**src/rtl/bht_update_queue.sv**
```systemverilog
// Resolved-branch FIFO feeding the local 2-bit BHT write port (strict order, no bypass).
// Optional hit/mispredict statistics are enabled by defining BHT_UPD_STATS_EN.
module bht_update_queue #(
  parameter int DEPTH = 4,
  parameter int PTR_W = 2
) (
  input  logic             clk,
  input  logic             reset_n,
  input  logic             res_valid,
  output logic             res_ready,
  input  logic [15:0]      res_pc,
  input  logic             res_taken,
  input  logic             res_predicted,
  input  logic             bht_hold,
  output logic             bht_write,
  output logic [15:0]      bht_write_pc,
  output logic             bht_taken,
  output logic [PTR_W:0]   count,
  output logic             empty
`ifdef BHT_UPD_STATS_EN
  ,
  output logic [15:0]      stat_branches,
  output logic [15:0]      stat_mispredicts
`endif
);

  localparam logic [PTR_W:0] FULL_COUNT = (PTR_W+1)'(DEPTH);

  logic [15:0]      pc_mem    [DEPTH];
  logic             taken_mem [DEPTH];
  logic [PTR_W-1:0] rd_ptr_reg;
  logic [PTR_W-1:0] wr_ptr_reg;
  logic [PTR_W:0]   count_reg;
  logic [PTR_W-1:0] rd_ptr_next;
  logic [PTR_W-1:0] wr_ptr_next;
  logic [PTR_W:0]   count_next;
  logic             empty_int;
  logic             push;
  logic             pop;

  // Outputs are forced to the idle state while reset is asserted, so the
  // reset cycle itself already looks empty and ready.
  assign empty_int    = !reset_n || (count_reg == '0);
  assign empty        = empty_int;
  assign count        = reset_n ? count_reg : '0;
  assign bht_write    = !empty_int && !bht_hold;
  assign res_ready    = !reset_n || (count_reg != FULL_COUNT) || bht_write;
  assign bht_write_pc = empty_int ? 16'h0000 : pc_mem[rd_ptr_reg];
  assign bht_taken    = empty_int ? 1'b0 : taken_mem[rd_ptr_reg];

  assign push = reset_n && res_valid && res_ready;
  assign pop  = bht_write;

  always_comb begin
    rd_ptr_next = rd_ptr_reg;
    wr_ptr_next = wr_ptr_reg;
    count_next  = count_reg;
    if (push) wr_ptr_next = wr_ptr_reg + 1'b1;
    if (pop)  rd_ptr_next = rd_ptr_reg + 1'b1;
    case ({push, pop})
      2'b10:   count_next = count_reg + 1'b1;
      2'b01:   count_next = count_reg - 1'b1;
      default: count_next = count_reg;
    endcase
  end

  always_ff @(posedge clk) begin
    if (!reset_n) begin
      rd_ptr_reg <= '0;
      wr_ptr_reg <= '0;
      count_reg  <= '0;
    end else begin
      rd_ptr_reg <= rd_ptr_next;
      wr_ptr_reg <= wr_ptr_next;
      count_reg  <= count_next;
    end
  end

  // Storage carries no reset: contents are only observed once counted valid.
  for (genvar gi = 0; gi < DEPTH; gi++) begin : g_entry
    always_ff @(posedge clk) begin
      if (push && (wr_ptr_reg == PTR_W'(gi))) begin
        pc_mem[gi]    <= res_pc;
        taken_mem[gi] <= res_taken;
      end
    end
  end

`ifdef BHT_UPD_STATS_EN
  logic pred_mem [DEPTH];
  logic mispredict;

  for (genvar gi = 0; gi < DEPTH; gi++) begin : g_pred
    always_ff @(posedge clk) begin
      if (push && (wr_ptr_reg == PTR_W'(gi))) pred_mem[gi] <= res_predicted;
    end
  end

  assign mispredict = taken_mem[rd_ptr_reg] != pred_mem[rd_ptr_reg];

  always_ff @(posedge clk) begin
    if (!reset_n) begin
      stat_branches    <= '0;
      stat_mispredicts <= '0;
    end else if (pop) begin
      if (stat_branches != 16'hFFFF) stat_branches <= stat_branches + 16'd1;
      if (mispredict && (stat_mispredicts != 16'hFFFF))
        stat_mispredicts <= stat_mispredicts + 16'd1;
    end
  end
`else
  logic predicted_unused;
  assign predicted_unused = res_predicted;
`endif

endmodule
```
**config.mk**
```make
export PLATFORM = sky130hd
export DESIGN_NAME = bht_update_queue
export DESIGN_NICKNAME = d
export VERILOG_FILES = /design/src/rtl/bht_update_queue.sv
export SDC_FILE = /design/constraint.sdc
export NUM_CORES = 1
export LEC_CHECK = 0
export BUFFER_PORTS_ARGS = -buffer_cell sky130_fd_sc_hd__clkbuf_2
export CORE_ASPECT_RATIO = 1.5
export CORE_MARGIN = 3
export CORE_UTILIZATION = 56
export DETAILED_ROUTE_END_ITERATION = 16
export HOLD_SLACK_MARGIN = 0.05
export PLACE_DENSITY = 0.77
export SETUP_SLACK_MARGIN = 0.5
export SLEW_MARGIN = 20
export SYNTH_ARGS = -nofsm -noshare
export SYNTH_HDL_FRONTEND = slang
export SYNTH_SLANG_ARGS = --single-unit
```
**constraint.sdc**
```tcl
create_clock -name clk -period 2.3 [get_ports clk]
set_input_delay 0.23 -clock clk [delete_from_list [all_inputs] [get_ports clk]]
set_output_delay 0.23 -clock clk [all_outputs]
set_load 0.01 [all_outputs]
```
# == Yosys cells after proc, flatten, opt, wreduce, memory -nomap -nowiden ==
# Memories as Yosys holds them, arrays and structs flattened. A register that Yosys moved wholly into a read port is not among the register bits.
# Cells that the tools add are included.
# word_totals
mem_bits_rw,68
in_bits,22
word_cells,71
register_bits,7
n_memories,2
# op_classes
n_mux,34
n_reduce_logical,22
addsub,4
n_eq_ne,6
# memory_table
memory,depth,word_bits,read_ports,rd_ports_with_merged_regs,wr,line,text
pc_mem,4,16,1,1,1,29,logic [15:0] pc_mem [DEPTH];
taken_mem,4,1,1,1,1,30,logic taken_mem [DEPTH];
# ops
operator,n
16-bit two-way mux,4
16-bit OR reduction,3
2-bit two-way mux,10
1-bit two-way mux,18
1-bit logical AND,7
2-bit equality test (second input constant),3
3-bit one-hot mux with 2 select lines,1
2-bit by 1-bit adder with 2-bit output (second input constant),2
2-bit by 1-bit equality test with 1-bit output (second input constant),2
3-bit by 1-bit adder with 3-bit output (second input constant),1
1-bit logical NOT,3
3-bit logical NOT,1
1-bit logical OR,3
3-bit two-way mux,1
3-bit != test (second input constant),1
1-bit OR reduction,3
3-bit by 1-bit subtractor with 3-bit output (second input constant),1
2-bit logical NOT,1
2-bit nonzero test,1

# == Depth between registers and ports, before layout ==
# logic_depth
word_depth,13
mapped_depth,8
ltp_nobuf,7

# == Worst setup path after synthesis ==
# OpenSTA, ideal clock, no wires.
# synth_path
path_type,reg2reg
startpoint,register count_reg[1]
endpoint,register count_reg[2]
t_arrival_ns,1.929
setup_ns,0.074
required_time_ns,2.226
path_stages_with_launch,8
path_slack_ns,0.296
cell_sequence,dfxtp_1 o31ai_4 nor2_1 nand2_1 fa_1 or2b_1 or4_1 a31oi_1
# synth_between
elab_chain_len,8
elab_cells_between_ends,14
# synth_rtl
item,line,text
from (decl),33,logic [PTR_W:0] count_reg;
from (signal assigned),75,count_reg <= count_next;
3-bit logical NOT (*),43,assign empty_int = !reset_n || (count_reg == '0);
1-bit logical OR (*),43,
1-bit logical NOT (*),46,assign bht_write = !empty_int && !bht_hold;
1-bit logical AND (*),46,
named net bht_write,15,"output logic bht_write,"
1-bit logical OR,47,assign res_ready = !reset_n || (count_reg != FULL_COUNT) || bht_write;
1-bit logical AND,51,assign push = reset_n && res_valid && res_ready;
2-bit by 1-bit equality test with 1-bit output / 2-bit equality test (equally long branches),60,"case ({push, pop})"
3-bit one-hot mux with 2 select lines / 2-bit nonzero test (equally long branches),-,
# The timed path passes the listed nets; every way through them passes the cells marked *.
# A chain may end at the register's enable or synchronous reset.

# == Worst setup path in the final report ==
# layout_path
startpoint,register count_reg[1]
endpoint,register count_reg[2]
# layout_between
elab_chain_len,8
elab_cells_between_ends,14
# layout_rtl
item,line
3-bit logical NOT,43
1-bit logical OR,43
1-bit logical NOT,46
1-bit logical AND,46
1-bit logical OR,47
1-bit logical AND,51
2-bit by 1-bit equality test with 1-bit output / 2-bit equality test (equally long branches),60
3-bit one-hot mux with 2 select lines / 2-bit nonzero test (equally long branches),-
# Parallel ways exist; a longest one is shown, timed or not.

==> metrics.cfg <==
[finish]
diodes=0
final_cell_mix=68 x edfxtp_1, 36 x clkbuf_2, 17 x mux4_2, 10 x nor2b_1, 9 x clkbuf_8
syn2layout_area_growth_pct=20.78
post-route-util=0.7225
drive_gt1_frac=0.4397
largest_reg_flops=64
finalInstanceArea_um2=3819
nNetsFinal=254
layout_commonest_cell=edfxtp_1
final_cell_count_no_fill=300

[setup_path]
worst_r2r_path_depth=7
worstPathCellList=o31ai_4 -> nor2_4 -> nand2_1 -> fa_1 -> or2b_1 -> or4_1 -> a31oi_1
crit_family=simple AND/OR/NAND/NOR gates
crit_cells=7
crit_arrival_ns=2.24
critPathKind=reg2reg
startpoint_type=flip-flop
max_stage_delay_ns=0.42
r2r_end=count_reg[2]
path_max_fanout=5
r2r_slack_ns=0.31
required_ns=2.55
slowest_stage=or4_1
critPathBufInv=0
worstSetupEndpointType=flip-flop
r2r_start=count_reg[1]

[timing]
finalHoldViolCount=0
clock_skew_ns=0.01200
maxSlewHeadroom=0.6275
fmax_ghz=0.5026
holdWs_ns=0.09483
min_period_ns=1.990
setup_slack_ns=0.3102
grt_setup_unrepaired=yes
tns_ns=0
worstMarginPinSlew_ns=0.5561
slew_violations=0
period_share=0.8651
setup_viol=0

[yosys]
synthTopCellsByArea=edfxtp_1 65%, mux4_2 12%, dfxtp_1 5.7%
synth_top_area_cell=edfxtp_1
syn_avg_cell_area_um2=18.49
ys_ff_latch=77
syn_nets=198
yosysWarnings=0
synth_seq_area_share=0.7028
netlist_area_um2=3162
synth_top_area_frac=0.6458
ys_types=34
syn_inst=171

[die]
dieWidth_um=67.35
start_util=0.5982
rows=32
die_area_um2=6602
pin_count=45
core_area_um2=5285
die_h_um=98.03

[power]
p_int_mw=2.765
pwr-share-seq=0.452
power_mw=3.844
vdd_drop_max_mv=0.6514
p_per_area_nw_per_um2=1007
power.switching_mw=1.079
combPwrFrac=0.301
switching_share=0.2808
clock_power_share=0.246
leakage_nw=1.359

[placement]
gp_congestion=0.8027
dp.cells=282
dp_hpwl_mm=3.774
dpl_worst_slack_ns=0.3020
portBuffers=43
place_area_um2=3461

[clocking]
cts_root_buf=clkbuf_8
cts_tree=built
cts_buffer_depth=2
numCtsBuffers=9
cts_hold_buf=0
cts-htree-levels=3
clk_latency_ns=0.35
cts.reportedPaths.clkPinSlew_ns=0.08
cts_sinks=77

[global_routing]
grt_max_degree=19
overflow=0
grt_pass1_wl_mm=8.604
antenna_found_initial=0
grt_pass1_vias=1724
grt_usage=0.1904

[routing]
met1_length_mm=1.983
wl_mm=5.724
met3_length_um=271
vias=1688
dr.pass1.iters=4
drc=0
viasPerCell=5.627
wl_met2_mm=3.312
ant_nets=0
drt-initial-drc-count=67
wire_per_inst_um=19.08
highest_layer=met4

[hold_path]
min_from=res_pc[3]
hold_end=pc_mem[2][3]
hp-class=in2reg
min_path_cells=1

[outcome]
status=finished clean

[job]
max-cap-violations=0

## cell families (layout without fill, tap and decap cells)
family	after synthesis	in the layout	share of synthesized area
simple gates	43	43	0.07915
compound gates	9	9	0.02572
flops	77	77	0.7028
fa+ha+maj	5	5	0.02216
xor+xnor	1	1	0.002771
buf+inv	13	74	0.02651
mux	23	23	0.1409
## worst register-to-register path, cell delays in order, from the launching register on
cell     delay, ns
dfxtp_2       0.36
o31ai_4       0.32
nor2_4        0.09
nand2_1       0.08
fa_1          0.19
or2b_1        0.25
or4_1         0.42
a31oi_1       0.19
## cell usage after synthesis (all sizes together)
library cell   n
buf            7
fa             1
dfxtp          9
and2b          3
nand2b         1
o211ai         1
mux4          17
nor3           1
o31ai          1
o21ba          1
nand2          5
or4            1
inv            6
xnor2          1
a221oi         1
and2           5
mux2i          4
nand3b         1
or2b           1
or3            1
o21ai          2
mux2           2
edfxtp        68
nor2           6
a31oi          2
a21oi          1
nand3          1
nor2b         17
ha             4
## layout make-up
class,count,area [µm²]
Clock buffer,9,123.9
Clock inverter,7,66.31
Fill cell,348,1466
Inverter,6,22.52
Multi-Input combinational cell,81,915.9
Sequential cell,77,2228
Tap cell,68,85.08
Timing Repair Buffer,52,376.6
## per-layer routing
metal | GRT usage | vias to the layer above
met5 | 0 | -
met2 | 0.3348 | 59
met3 | 0.05409 | 20
li1 | - | 773
met1 | 0.1939 | 836
met4 | 0.1063 | 0
## power groups by stage
stage | registers, mW | logic [mW] | clock network (mW)
2_1_floorplan | 1.71 | 0.719 | 0
3_3_place_gp | 1.73 | 0.904 | 0
3_5_place_dp | 1.74 | 0.939 | 0
4_1_cts | 1.73 | 1.01 | 0.969
5_1_grt | 1.75 | 1.25 | 1.03
6_report | 1.74 | 1.16 | 0.947
## timing repair
item                       CTS  global route
setup endpoints to repair   87            80
gates cloned                 1             1
hold endpoints to repair     0             0
buffers inserted             0             0
resized for setup            8            24
pin swaps                    1             0
## how the worst max path moves through the flow
stage	from	end	slack [ns]
3_5_place_dp	count_reg[2]	count_reg[2]	0.30
4_1_cts	flip-flop	bht_write_pc[12]	0.35
2_1_floorplan	count_reg[2]	count_reg[2]	0.30
3_3_place_gp	count_reg[2]	count_reg[2]	0.45
6_report	count_reg[1]	count_reg[2]	0.31
5_1_grt	count_reg[1]	count_reg[2]	0.28
Power figures use the tool's default switching activity.
